**config.mk**
```make
export PLATFORM = sky130hd
export DESIGN_NAME = branch_resolve_tracker
export DESIGN_NICKNAME = d
export VERILOG_FILES = /design/src/rtl/branch_resolve_tracker.sv
export SDC_FILE = /design/constraint.sdc
export NUM_CORES = 1
export LEC_CHECK = 0
export CORE_UTILIZATION = 35
export CTS_CLUSTER_DIAMETER = 150
export DETAILED_ROUTE_END_ITERATION = 8
export PLACE_DENSITY = 0.55
export SKIP_LAST_GASP = 1
export SLEW_MARGIN = 25
export SYNTH_ARGS = -nofsm -noshare
export SYNTH_HDL_FRONTEND = slang
export SYNTH_SLANG_ARGS = --single-unit
```
**constraint.sdc**
```tcl
create_clock -name clk -period 7.5 [get_ports clk]
set_input_delay 1.125 -clock clk [delete_from_list [all_inputs] [get_ports clk]]
set_output_delay 1.125 -clock clk [all_outputs]
set_load 0.05 [all_outputs]
```
**src/rtl/branch_resolve_tracker.sv**
```systemverilog
// ---------------------------------------------------------------------------
// branch_resolve_tracker
//
// In-order tracker for predicted branches. Fetch pushes each predicted
// branch {pc, pred, target}. EX resolves the oldest one. The tracker then
// trains the direction predictor, flags mispredictions with a redirect PC,
// and squashes younger wrong-path entries.
//
// Ports:
//   clk, rst_n        clock (rising edge), asynchronous active-low reset
//   push_valid/pc/pred/target   fetch-side record of a predicted branch
//   push_ready        count < DEPTH
//   res_valid/taken/target      EX resolution of the oldest branch
//   flush             external pipeline flush, highest priority
//   we_bp, update_res, write_pc predictor training port (1-cycle strobe)
//   mispredict, redirect_pc     redirect strobe and correct next fetch PC
//   count             entries in flight
//   err               push while full, or resolve while empty (1-cycle)
// ---------------------------------------------------------------------------
module branch_resolve_tracker #(
   parameter  int ADDR_WIDTH = 26,
   parameter  int DEPTH      = 4,
   localparam int PTR_WIDTH  = $clog2(DEPTH)
) (
   input  logic                  clk,
   input  logic                  rst_n,
   input  logic                  push_valid,
   input  logic [ADDR_WIDTH-1:0] push_pc,
   input  logic                  push_pred,
   input  logic [ADDR_WIDTH-1:0] push_target,
   output logic                  push_ready,
   input  logic                  res_valid,
   input  logic                  res_taken,
   input  logic [ADDR_WIDTH-1:0] res_target,
   input  logic                  flush,
   output logic                  we_bp,
   output logic                  update_res,
   output logic [ADDR_WIDTH-1:0] write_pc,
   output logic                  mispredict,
   output logic [ADDR_WIDTH-1:0] redirect_pc,
   output logic [PTR_WIDTH:0]    count,
   output logic                  err
);

   localparam logic [PTR_WIDTH:0] FULL_CNT = (PTR_WIDTH+1)'(DEPTH);

   logic [ADDR_WIDTH-1:0] pc_mem  [DEPTH];
   logic                  pred_mem[DEPTH];
   logic [ADDR_WIDTH-1:0] tgt_mem [DEPTH];

   logic [PTR_WIDTH-1:0]  head, tail;
   logic [PTR_WIDTH:0]    count_p0;

   logic                  we_bp_p1, update_res_p1, mispredict_p1, err_p1;
   logic [ADDR_WIDTH-1:0] write_pc_p1, redirect_pc_p1;

   logic [ADDR_WIDTH-1:0] head_pc, head_tgt, redirect_nxt;
   logic                  head_pred;
   logic                  full, res_fire, mis, squash, push_ok, err_nxt;
   logic [PTR_WIDTH:0]    count_nxt;

   // ---- stage p0: FIFO head lookup and event decode ----
   always_comb begin
      head_pc      = pc_mem[head];
      head_pred    = pred_mem[head];
      head_tgt     = tgt_mem[head];
      full         = (count_p0 == FULL_CNT);
      res_fire     = res_valid && (count_p0 != '0) && !flush;
      mis          = (res_taken != head_pred) ||
                     (res_taken && head_pred && (res_target != head_tgt));
      squash       = res_fire && mis;
      // A push alongside a mispredicting resolve is wrong-path: dropped, no err.
      push_ok      = push_valid && !full && !flush && !squash;
      err_nxt      = !flush && ((push_valid && full && !squash) ||
                                (res_valid && (count_p0 == '0)));
      redirect_nxt = res_taken ? res_target : head_pc + 1'b1;
      count_nxt    = count_p0 + {{PTR_WIDTH{1'b0}}, push_ok}
                              - {{PTR_WIDTH{1'b0}}, res_fire};
   end

   // Entry storage carries no reset; validity is tracked by head/tail/count.
   always_ff @(posedge clk) begin
      if (push_ok) begin
         pc_mem[tail]   <= push_pc;
         pred_mem[tail] <= push_pred;
         tgt_mem[tail]  <= push_target;
      end
   end

   always_ff @(posedge clk or negedge rst_n) begin
      if (!rst_n) begin
         head     <= '0;
         tail     <= '0;
         count_p0 <= '0;
      end else if (flush) begin
         head     <= '0;
         tail     <= '0;
         count_p0 <= '0;
      end else if (squash) begin
         head     <= head + 1'b1;
         tail     <= head + 1'b1;
         count_p0 <= '0;
      end else begin
         if (res_fire) head <= head + 1'b1;
         if (push_ok)  tail <= tail + 1'b1;
         count_p0 <= count_nxt;
      end
   end

   // ---- stage p1: registered predictor-update and redirect outputs ----
   always_ff @(posedge clk or negedge rst_n) begin
      if (!rst_n) begin
         we_bp_p1       <= 1'b0;
         update_res_p1  <= 1'b0;
         write_pc_p1    <= '0;
         mispredict_p1  <= 1'b0;
         redirect_pc_p1 <= '0;
         err_p1         <= 1'b0;
      end else begin
         we_bp_p1      <= res_fire;
         mispredict_p1 <= squash;
         err_p1        <= err_nxt;
         if (res_fire) begin
            update_res_p1 <= res_taken;
            write_pc_p1   <= head_pc;
         end
         if (squash) redirect_pc_p1 <= redirect_nxt;
      end
   end

   assign push_ready  = (count_p0 < FULL_CNT);
   assign count       = count_p0;
   assign we_bp       = we_bp_p1;
   assign update_res  = update_res_p1;
   assign write_pc    = write_pc_p1;
   assign mispredict  = mispredict_p1;
   assign redirect_pc = redirect_pc_p1;
   assign err         = err_p1;

endmodule

```
==> impl_metrics.yaml <==
die:
  die_h_um: 183
  die_w_um: 183
  rows: 65
  core_area_um2: 32000
  start_util_pct: 36.0
  pin_count: 145
  fp.dieArea_um2: 33600
timing:
  setup_ws_ps: 3030
  setup_viol: 0
  drv_slew: 0
  skew_ps: 18.7
  period_needed_ps: 4470
  period_share_pct: 59.6
  tns_ps: 0
  finalHoldViolations: 0
  fmax_mhz: 224
  worst_slew_pin_slew_ps: 978
  max_slew_margin_pct: 34.8
  rsz0062_at_grt: "false"
pwr:
  netSwitchingPower_mw: 1.89
  p_comb_share_pct: 34.7
  power_frac_clock_pct: 25.5
  powerDensity_nw_per_um2: 373
  internal_power_mw: 3.47
  leakagePower_nw: 4.88
  ir_drop_uv: 174
  p_seq_share_pct: 39.8
  power.total_mw: 5.36
  swShare_pct: 35.2
grt:
  grt_max_degree: 69
  overflow: 0
  grt_pass1_vias: 6764
  grt.met3_usage_pct: 2.62
  grt_busiest_layer: "met2"
  grt_use_met1_pct: 23.1
  antenna_found_initial: 0
  grt_pass1_wl_mm: 42.0
  grt_usage_pct: 16.9
  use_met2_pct: 28.5
routing:
  routed_via_density: 5.06
  ant_nets: 0
  drt-pass1-iter-count: 5
  drc: 0
  drt_iter0_markers: 483
  vias: 6328
  wl_mm: 27.9
  wl_per_cell_um: 22.3
worst_setup_path:
  cpLargestDelayFamily: "flip-flops"
  critPathCaptureType: "flop"
  crit_buf_inv: 2
  path_max_fanout: 45
  worstPathArrival_ps: 4640
  crit_chain: "mux4_2 -> xor2_1 -> nor4_1 -> nand4_1 -> o21ai_2 -> inv_2 -> nor3_2 -> buf_4"
  crit_required_ps: 7670
  cp-start-kind: "flop"
  crit_slowest_cell: "dfrtp_4"
  reg2reg_to: "tgt_mem[1][3]"
  reg2reg_depth: 8
  max_stage_delay_ps: 1050
  r2r-start: "head[0]"
  ff2ff_setup_slack_ps: 3030
  path_class: "flop to flop"
place:
  dp_slack_ps: 2930
  placed_area_um2: 13400
  gp_congestion: 0.756
  dp_hpwl_mm: 18.9
  port_buffers: 144
yosys:
  postSynth.asyncResetShare_pct: 22.9
  syn_inst: 632
  synth_ff_type: "edfxtp_1"
  ys_seq_elements: 275
  synth_edf_count: 212
  synth_nets: 726
  post_synth.cell_area_avg_um2: 18.2
  ys_top_cells_by_area: "edfxtp_1 (55%), dfrtp_1 (14%), mux4_2 (8.2%)"
  synth_largest_area_cell: "edfxtp_1"
  ys_types: 57
  yosys_warnings: 0
  synth_area_um2: 11500
  yosysSeqAreaShare_pct: 69.1
  yosysMostFrequentCell: "edfxtp_1"
  synth_top_area_share_pct: 55.4
  synthTopCellsByCount: "edfxtp_1 (212), dfrtp_1 (63), mux4_2 (42)"
cells_and_area:
  synthToLayoutAreaGrowth_pct: 24.9
  drive_gt1_share_pct: 19.1
  multi_input_area_um2: 3360
  seqCellArea_um2: 7950
  layout.nets: 886
  final_util_pct: 44.9
  fillCellCount: 2768
  n_antenna_cell: 0
  stdcell_area_um2: 14400
cts:
  post_cts_buffers: 0
  cts_resized: 0
  clkSlewWorstSetupHoldPaths_ps: 60
  cts_root_buf: "clkbuf_16"
  htreeDepth: 1
  cts_buffers: 29
  clk_path_buf_depth: 3
  clk_latency_ps: 550
  cts_tree: "yes"
  postCtsHoldBufs: 0
  clock-sinks: 275
min_path:
  worstHoldStart: "redirect_pc[8]"
  hp-class: "flop to flop"
  holdPathStages: 1
  worstHoldEndpoint: "redirect_pc[8]"
status:
  status: "finished, final reports clean"
flow_run:
  drv_cap: 0
## final cells by class
| cell class | instances | area share (%) |
|---|---|---|
| multi-input cells | 317 | 23.4 |
| inverters | 11 | 0.288 |
| clock buffers | 41 | 5.79 |
| repair buffers | 158 | 10.7 |
| well taps | 435 | 3.79 |
| flip-flops and latches | 275 | 55.4 |
| clock inverters | 13 | 0.628 |
## metal layers
metal / share of wire [%] / wire (um)
met1: 44 / 12300
met2: 49 / 13700
met3: 5.3 / 1480
met4: 1.7 / 468
met5: 0 / 0
## cell usage in the layout (no fill, tap or decap), types with 16 or more instances in the layout
cell and count:
edfxtp_1 212, clkdlybuf4s50_1 142, dfrtp_1 61, mux4_2 42
mux2_2 35, xor2_1 30, clkbuf_16 29, nand2_1 28
mux2_1 18, o21ai_0 16
## flip-flops by register name, summed over array words and instances, names as in the netlist
| signal | count |
|---|---|
| count | 3 |
| err | 1 |
| head | 2 |
| mispredict | 1 |
| pc_mem | 104 |
| pred_mem | 4 |
| redirect_pc | 26 |
| tail | 2 |
| tgt_mem | 104 |
| update_res | 1 |
| we_bp | 1 |
| write_pc | 26 |
## worst reg2reg max path: cells and delay by family, from the launching register on
kind | cells | cell delay [ps]
simple gates | 3 | 940
compound gates | 1 | 290
mux | 1 | 670
buf+inv | 2 | 920
xor+xnor | 1 | 170
flops | 1 | 1050
## cells by family after synthesis
logic type                 count (synthesis)  synth area share [%]
DFF                                      275                  69.1
muxes                                    114                  16.7
and+or+nand+nor                          111                  5.68
xor gates and xnor gates                  45                  3.43
buffers and inverters                     40                  1.92
AOI/OAI and AO/OA                         38                  2.16
adders and majority gates                  9                  1.04
## how the worst max path moves through the flow
stage                     startpoint  cells past startpoint              to  slack (ps)
after floorplan              head[0]                     12    pc_mem[0][0]         530
after global placement     res_taken                      9   tgt_mem[0][0]        3030
after detailed placement   res_taken                      9  tgt_mem[0][13]        2930
after CTS                    head[0]                      8    pc_mem[0][7]        2940
after global routing         head[0]                      8    pc_mem[3][4]        2720
final                        head[0]                      8   tgt_mem[1][3]        3030
## power groups by stage
| stage | sequential (mW) | combinational [mW] | clock [mW] |
|---|---|---|---|
| final | 2.13 | 1.86 | 1.37 |
| after global routing | 2.17 | 1.96 | 1.46 |
| after CTS | 2.15 | 1.88 | 1.40 |
| after detailed placement | 2.17 | 1.87 | 0 |
| after global placement | 2.16 | 1.85 | 0 |
| after floorplan | 2.59 | 0.807 | 0 |
## per-stage QoR
step | std cells | hold WS [ps]
after floorplan | 632 | 666
after global placement | 1196 | 492
after detailed placement | 1196 | 479
after CTS | 1250 | 492
after global routing | 1250 | 495
final | 1250 | 489
(Power assumes the default switching activity.)
